<file path="src/rtl/lif_integrator.sv">
// ---------------------------------------------------------------------------
// lif_integrator
//
// Leaky integrate-and-fire stage. It detects rising edges on the upstream
// spike lines and weights each one with a signed per-input weight. The
// weighted sum is added to a membrane potential, which leaks by
// potential >> LEAK_SHIFT every enabled cycle. When the clamped potential
// reaches THRESH, the block fires a one-cycle spike and resets the
// potential. It then sits out REFRACT enabled cycles before it integrates
// again. A saturating 8-bit counter records how many times the block fired.
//
// Ports
//   clk          rising-edge clock
//   reset        synchronous, active-high; dominates every other input
//   enable       1 = integrate/advance, 0 = freeze potential/state/count
//   spike_in     N_IN upstream spike levels
//   weight       N_IN signed weights, weight i = [i*W_WIDTH +: W_WIDTH]
//   spike_out    registered one-cycle firing pulse
//   potential    registered membrane potential (unsigned)
//   refractory   high while the block is in its refractory period
//   spike_count  output spikes since reset, saturating at 255
// ---------------------------------------------------------------------------
module lif_integrator #(
  parameter int N_IN       = 4,
  parameter int W_WIDTH    = 4,
  parameter int V_WIDTH    = 8,
  parameter int THRESH     = 64,
  parameter int LEAK_SHIFT = 3,
  parameter int REFRACT    = 4
) (
  input  logic                      clk,
  input  logic                      reset,
  input  logic                      enable,
  input  logic [N_IN-1:0]           spike_in,
  input  logic [N_IN*W_WIDTH-1:0]   weight,
  output logic                      spike_out,
  output logic [V_WIDTH-1:0]        potential,
  output logic                      refractory,
  output logic [7:0]                spike_count
);

  // Headroom: one extra bit beyond W_WIDTH + clog2(N_IN) so that the most
  // negative weights can be summed without overflow.
  localparam int SUM_W = W_WIDTH + $clog2(N_IN) + 1;
  // Two extra bits hold the sign and one carry above the V_WIDTH range.
  localparam int NXT_W = V_WIDTH + 2;
  localparam int CNT_W = (REFRACT > 0) ? $clog2(REFRACT + 1) : 1;
  localparam logic [V_WIDTH-1:0] THRESH_V = V_WIDTH'(THRESH);

  typedef enum logic {
    ST_INTEGRATE = 1'b0,
    ST_REFRACT   = 1'b1
  } state_e;

  state_e             state_q, state_d;
  logic [CNT_W-1:0]   cnt_q, cnt_d;
  logic [N_IN-1:0]    prev_q, prev_d;
  logic [V_WIDTH-1:0] pot_q, pot_d;
  logic               spike_q, spike_d;
  logic [7:0]         count_q, count_d;

  logic [N_IN-1:0]         edges;
  logic signed [SUM_W-1:0] sum;
  logic [V_WIDTH-1:0]      leaked;
  logic signed [NXT_W-1:0] next_raw;
  logic [V_WIDTH-1:0]      clamped;
  logic                    fire;

  // Datapath: edge detection, weighted sum, leak, clamp, threshold test.
  always_comb begin
    // NOTE: every variable written here gets a default value first. Each
    // path through the block then assigns it, so no latch is inferred.
    sum = '0;
    edges = spike_in & ~prev_q;
    for (int i = 0; i < N_IN; i++) begin
      if (edges[i]) begin
        sum = sum + SUM_W'($signed(weight[i*W_WIDTH +: W_WIDTH]));
      end
    end

    // The leak can never underflow: pot_q >> LEAK_SHIFT is at most pot_q.
    leaked   = pot_q - (pot_q >> LEAK_SHIFT);
    next_raw = $signed({2'b00, leaked}) + NXT_W'(sum);

    // Clamp into [0, 2^V_WIDTH-1]. A set top bit means the value is
    // negative. Any set bit between the sign bit and V_WIDTH means the
    // value is above the range.
    if (next_raw[NXT_W-1]) begin
      clamped = '0;
    end else if (|next_raw[NXT_W-2:V_WIDTH]) begin
      clamped = '1;
    end else begin
      clamped = next_raw[V_WIDTH-1:0];
    end

    fire = (clamped >= THRESH_V);
  end

  // Next-state logic.
  always_comb begin
    // The edge history tracks the inputs every cycle, even when the block
    // is frozen or refractory. Edges in those cycles are therefore dropped,
    // not deferred.
    prev_d  = spike_in;
    spike_d = 1'b0;
    pot_d   = pot_q;
    state_d = state_q;
    cnt_d   = cnt_q;
    count_d = count_q;

    if (enable) begin
      unique case (state_q)
        ST_INTEGRATE: begin
          if (fire) begin
            pot_d   = '0;
            spike_d = 1'b1;
            if (count_q != 8'hFF) begin
              count_d = count_q + 8'd1;
            end
            if (REFRACT > 0) begin
              state_d = ST_REFRACT;
              cnt_d   = CNT_W'(REFRACT);
            end
          end else begin
            pot_d = clamped;
          end
        end
        ST_REFRACT: begin
          pot_d = '0;
          cnt_d = cnt_q - 1'b1;
          if (cnt_q == CNT_W'(1)) begin
            state_d = ST_INTEGRATE;
          end
        end
        default: state_d = ST_INTEGRATE;
      endcase
    end
  end

  always_ff @(posedge clk) begin
    // NOTE: sequential state is updated with non-blocking assignments. All
    // flops then sample the previous cycle's values together, and the
    // result does not depend on the order of the statements.
    if (reset) begin
      state_q <= ST_INTEGRATE;
      cnt_q   <= '0;
      prev_q  <= '0;
      pot_q   <= '0;
      spike_q <= 1'b0;
      count_q <= '0;
    end else begin
      state_q <= state_d;
      cnt_q   <= cnt_d;
      prev_q  <= prev_d;
      pot_q   <= pot_d;
      spike_q <= spike_d;
      count_q <= count_d;
    end
  end

  assign spike_out   = spike_q;
  assign potential   = pot_q;
  assign refractory  = (state_q == ST_REFRACT);
  assign spike_count = count_q;

endmodule

</file>
<file path="config.mk">
export PLATFORM = sky130hd
export DESIGN_NAME = lif_integrator
export DESIGN_NICKNAME = d
export VERILOG_FILES = /design/src/rtl/lif_integrator.sv
export SDC_FILE = /design/constraint.sdc
export NUM_CORES = 1
export LEC_CHECK = 0
export ABC_AREA = 1
export CORE_UTILIZATION = 50
export CTS_BUF_LIST = sky130_fd_sc_hd__clkbuf_16
export CTS_CLUSTER_SIZE = 30
export DETAILED_ROUTE_END_ITERATION = 10
export PLACE_DENSITY = 0.74
export SYNTH_ARGS = -nofsm -noshare
export SYNTH_HDL_FRONTEND = slang
export SYNTH_SLANG_ARGS = --single-unit
</file>
<file path="constraint.sdc">
create_clock -name clk -period 6.8 [get_ports clk]
set_input_delay 1.36 -clock clk [delete_from_list [all_inputs] [get_ports clk]]
set_output_delay 1.36 -clock clk [all_outputs]
set_load 0.1 [all_outputs]
</file>
# == Word-level counts from Yosys, hierarchy flattened ==
# Index checks and enable logic that the tools add are counted.
# totals
ff_bits,25
inputBits,23
elab_cells,37
output_inout_bits,18
# classes
magnitude_cmp,1
n_eq_ne,3
n_reduce_logical,3
mux,13
n_bitwise,4
addsub,7
# ops
op,n
7-bit 2-to-1 mux,4
8-bit 2-to-1 mux,3
7-bit by 4-bit adder with 7-bit output,3
8-bit case mux with 2 select lines,1
9-bit by 7-bit adder with 10-bit output,1
"8-bit by 1-bit adder with 8-bit output, second input constant",1
"8-bit by 7-bit greater-or-equal comparator with 1-bit output, second input constant",1
"8-bit != test, second input constant",1
8-bit by 5-bit subtractor with 8-bit output,1
3-bit case mux with 2 select lines,1
4-bit AND,1
4-bit NOT,1
4-bit AND reduction,1
"3-bit by 1-bit == test with 1-bit output, second input constant",1
3-bit 2-to-1 mux,1
3-bit OR reduction,1
"3-bit by 1-bit subtractor with 3-bit output, second input constant",1
1-bit 2-to-1 mux,2
"2-bit != test, second input constant",1
1-bit NOT,2
1-bit case mux with 2 select lines,1
2-bit AND reduction,1

# == Longest topological paths before layout ==
# logic_depth
depth_word,15
ltp_mapped,46
ltp_nobuf,46

# == Worst setup path before layout ==
# OpenSTA, ideal clock, no wires.
# synth_timing
path_kind,input to register
from,in spike_in[0]
to,reg cnt_q[0]
arrival_ns,6.047
path_buffers,0
required_ns,6.687
slack_ns,0.640
stages,34
setup_time_ns,0.113
path_cell_list,inv_1 nor2_1 inv_1 nor2_1 ha_1 inv_1 fa_1 inv_1 nand3_2 nand3_1 o21ai_0 ha_1 nand3_1 and2_1 xor2_1 o21ai_0 ha_1 a21o_1 a31oi_1 xor2_1 o21ai_0 ha_1 inv_1 o31ai_1 nand3_1 nand2_1 nand3b_1 nand3_1 nand2_4 nand2_4 nand2_4 nand2_4 o21ai_1 inv_1
# synth_between
elab_chain_cells,14
# synth_lines
element,line,text
from (decl),34,"input logic [N_IN-1:0] spike_in,"
4-bit AND (*),74,edges = spike_in & ~prev_q;
7-bit 2-to-1 mux (*),76,if (edges[i]) begin
7-bit by 4-bit adder with 7-bit output,77,sum = sum + SUM_W'($signed(weight[i*W_WIDTH +: W_WIDTH]));
7-bit 2-to-1 mux (*),76,
7-bit by 4-bit adder with 7-bit output,77,
7-bit 2-to-1 mux (*),76,
7-bit by 4-bit adder with 7-bit output,77,
7-bit 2-to-1 mux (*),76,
9-bit by 7-bit adder with 10-bit output (*),83,"next_raw = $signed({2'b00, leaked}) + NXT_W'(sum);"
8-bit 2-to-1 mux,90,end else if (|next_raw[NXT_W-2:V_WIDTH]) begin
8-bit 2-to-1 mux (*),88,if (next_raw[NXT_W-1]) begin
8-bit by 7-bit greater-or-equal comparator with 1-bit output (*),96,fire = (clamped >= THRESH_V);
2-bit != test (no source line) (*),--,
2-bit AND reduction (no source line) (*),--,
to (signal assigned),153,cnt_q <= cnt_d;
to (decl),56,"logic [CNT_W-1:0] cnt_q, cnt_d;"
# Every way passes the cells marked *; elsewhere a longest branch is shown, timed or not.
# A chain may end at the register's enable or synchronous reset.

# == Final worst setup path ==
# layout_timing
from,in weight[0]
to,reg cnt_q[0]
# layout_between
elab_chain_cells,13
# layout_lines
element,line,text
from (decl),35,"input logic [N_IN*W_WIDTH-1:0] weight,"
7-bit 2-to-1 mux (*),76,
7-bit by 4-bit adder with 7-bit output,77,
7-bit 2-to-1 mux (*),76,
7-bit by 4-bit adder with 7-bit output,77,
7-bit 2-to-1 mux (*),76,
7-bit by 4-bit adder with 7-bit output,77,
7-bit 2-to-1 mux (*),76,
9-bit by 7-bit adder with 10-bit output (*),83,
8-bit 2-to-1 mux,90,
8-bit 2-to-1 mux (*),88,
8-bit by 7-bit greater-or-equal comparator with 1-bit output (*),96,
2-bit != test (no source line) (*),--,
2-bit AND reduction (no source line) (*),--,
# Marked as above.

==> qor.yml <==
arrival_ns: 6.61
synthMuxAreaShare_pct: 0
yosysWarningCount: 0
first_iter_violations: 130
gr-usage-met2_pct: 37.3
grt_use_met3_pct: 2.76
whs_ns: 0.477
cts-buffers-inserted: 3
synth_top_area_share_pct: 16.9
min_path_type: "register to register"
drcViolationCount: 0
ant_nets: 0
insertedDiodeCount: 0
core_mm2: 0.00561
synth_area_per_cell_um2: 7.16
syn_area_mm2: 0.00296
grt_max_degree: 18
vdd_ir_drop_max_v: 0.000323
hold_violations: 0
cp.required_ns: 6.96
grt_use_met1_pct: 29.6
fin_cells: 553
cp_max_fo: 3
synth_cell_type_count: 41
grt_pass1_vias: 2632
wl_per_cell_um: 12.1
r2r_cells: 30
post-route-min-period_ns: 6.45
synth_cells: 413
tightestPinTransition_ns: 0.981
synth_fp_nets: 472
vias: 2837
num-fill-cells: 481
portBuffers: 40
fmax_mhz: 155
synth-simple-area-share_pct: 35.6
register_area_um2: 500
synth_compound_area_share_pct: 13.6
clk_pin_slew_ns: 0.06
area_growth_pct: 30.2
crit_type: "input pin to register"
r2r-start: "prev_q[0]$_SDFF_PP0_"
clk_latency_ns: 0.26
powerDensity_mw_per_mm2: 487
cts_root_buffer: "clkbuf_16"
tns_ns: 0
cts_tree: "done"
crit_slowest_cell: "fa_2"
finalWeightedCongestion: 0.882
cts.sinks: 25
die_height_um: 78.9
postRouteWirelength_um: 6690
top_usage_layer: "met2"
slew_headroom_pct: 34.4
ys_seq_area_share_pct: 16.9
regToRegSetupSlack_ns: 1.47
startpoint_type: "input pin"
grt_overflow: 0
viasPerCell: 5.13
first_pass_iters: 4
max_stage_delay_ns: 0.52
reg2reg_to: "cnt_q[0]$_SDFFE_PP0P_"
cap_violations: 0
hold_start: "cnt_q[2]$_SDFFE_PP0P_"
synth_adder_area_share_pct: 16.5
grt_pass1_wl_um: 11100
hold_end: "cnt_q[2]$_SDFFE_PP0P_"
grt_use_total_pct: 21.7
fp-row-count: 27
synth_seq_cells: 25
crit_top_cell: "nand2_4"
multi_input_area_mm2: 0.00228
slew_violations: 0
end_kind: "register"
dp.cells: 548
die_x_um: 78.9
die-area_mm2: 0.00623
synth_xor_area_share_pct: 7.11
drive_gt1_share_pct: 23.3
synthTopCellsByArea: "dfxtp_1 (17%), ha_1 (13%), inv_1 (8.9%)"
antenna_found_initial: 0
final_net_count: 541
p_leak_uw: 0.00184
io_pins: 41
synth_top_family_by_area: "simple AND/OR/NAND/NOR gates"
htreeDepth: 1
worstHoldPathCells: 2
setup_viol_count_final: 0
period_share_pct: 94.8
clock_path_buffers: 2
yosys.area.top_type: "dfxtp_1"
place_hpwl_um: 5210
status: "completed"
final_util_pct: 68.7
initial_utilization_pct: 52.7
finClkSkew_ns: 0.00261
cells in the mapped netlist, drive strengths merged:
library cell	number
clkinv	3
ha	31
o21ai	22
nand3	33
nand3b	3
o31ai	1
a21oi	39
a22oi	1
xor2	19
nor3	2
nor2	30
o2111ai	1
and2	4
nand4	16
clkbuf	2
fa	5
a31oi	3
buf	1
or2	2
xnor2	5
a21o	1
dfxtp	25
a211o	1
nand2	90
inv	73
flip-flops by register name (all words and copies together), names as in the netlist:
register	count
prev_q	4
spike_out	1
cnt_q	3
refractory	1
spike_count	8
potential	8
cells in the final DEF (no fill, tap or decap), drive strengths merged, types with 3 or more instances in the layout:
master and n:
a21oi 39, a31oi 3, and2 4, buf 27
clkbuf 3, clkdlybuf4s50 39, clkinv 3, dfxtp 25
fa 5, ha 31, inv 74, nand2 90
nand3 33, nand3b 3, nand4 16, nor2 30
o21ai 22, xnor2 5, xor2 19
cells by family (layout without fill, tap and decap cells):
| logic type | after synthesis | after routing |
|---|---|---|
| compound gates | 69 | 69 |
| xor+xnor | 24 | 24 |
| simple gates | 180 | 180 |
| fa+ha+maj | 36 | 36 |
| buf+inv | 79 | 147 |
| flops | 25 | 25 |
final cells by class:
cell class	instances	area share, %
Clock buffer	3	1.95
Clock inverter	1	0.0975
Inverter	76	7.60
Multi-Input combinational cell	309	59.3
Sequential cell	25	13.0
Tap cell	72	2.34
Timing Repair Buffer	67	15.7
report_power, final:
group          leakage, µW  switching, µW  total, µW  internal (µW)
combinational      0.00159            939       1550            611
clock            0.0000423           50.2        129           78.6
sequential        0.000205           23.7        194            171
total              0.00184           1010       1870            860
critical path, delay by kind of cell:
| kind | cells | cell delay [ns] |
|---|---|---|
| buffers and inverters | 6 | 0.92 |
| AND/OR/NAND/NOR | 8 | 0.80 |
| AO/OA/AOI/OAI | 9 | 1.59 |
| XOR/XNOR | 2 | 0.31 |
| adder cells (fa/ha/maj) | 5 | 1.63 |
repair_timing:
action / in CTS / in global routing
endpoints found under the setup margin: 19 / 19
hold buffers: 0 / 0
gates resized for setup: 3 / 31
pin swaps: 0 / 18
gates cloned: 0 / 0
hold endpoints to repair: 0 / 0
setup buffers: 0 / 1
worst max path at each step:
stage / start / end / slack (ns) / depth (start not counted)
2_1_floorplan: spike_in[0] / cnt_q[0]$_SDFFE_PP0P_ / 0.64 / 34
3_3_place_gp: spike_in[0] / cnt_q[0]$_SDFFE_PP0P_ / -0.27 / 35
3_5_place_dp: spike_in[0] / cnt_q[0]$_SDFFE_PP0P_ / -0.39 / 35
4_1_cts: spike_in[0] / cnt_q[2]$_SDFFE_PP0P_ / 0.01 / 43
5_1_grt: weight[0] / cnt_q[0]$_SDFFE_PP0P_ / -0.07 / 42
6_report: weight[0] / cnt_q[0]$_SDFFE_PP0P_ / 0.35 / 30
through the flow:
step | worst slack, ns | area (µm²) | power (µW)
2_1_floorplan | 0.640 | 2960 | 1260
3_3_place_gp | -0.272 | 3630 | 1610
3_5_place_dp | -0.390 | 3630 | 1620
4_1_cts | 0.0133 | 3710 | 1760
5_1_grt | -0.0660 | 3850 | 2030
6_report | 0.351 | 3850 | 1870
per-layer routing:
layer	wire [µm]	part of all wire [%]
met1	3210	48
met2	3220	48
met3	207	3.1
met4	54	0.81
met5	0	0
(Power assumes the default switching activity.)
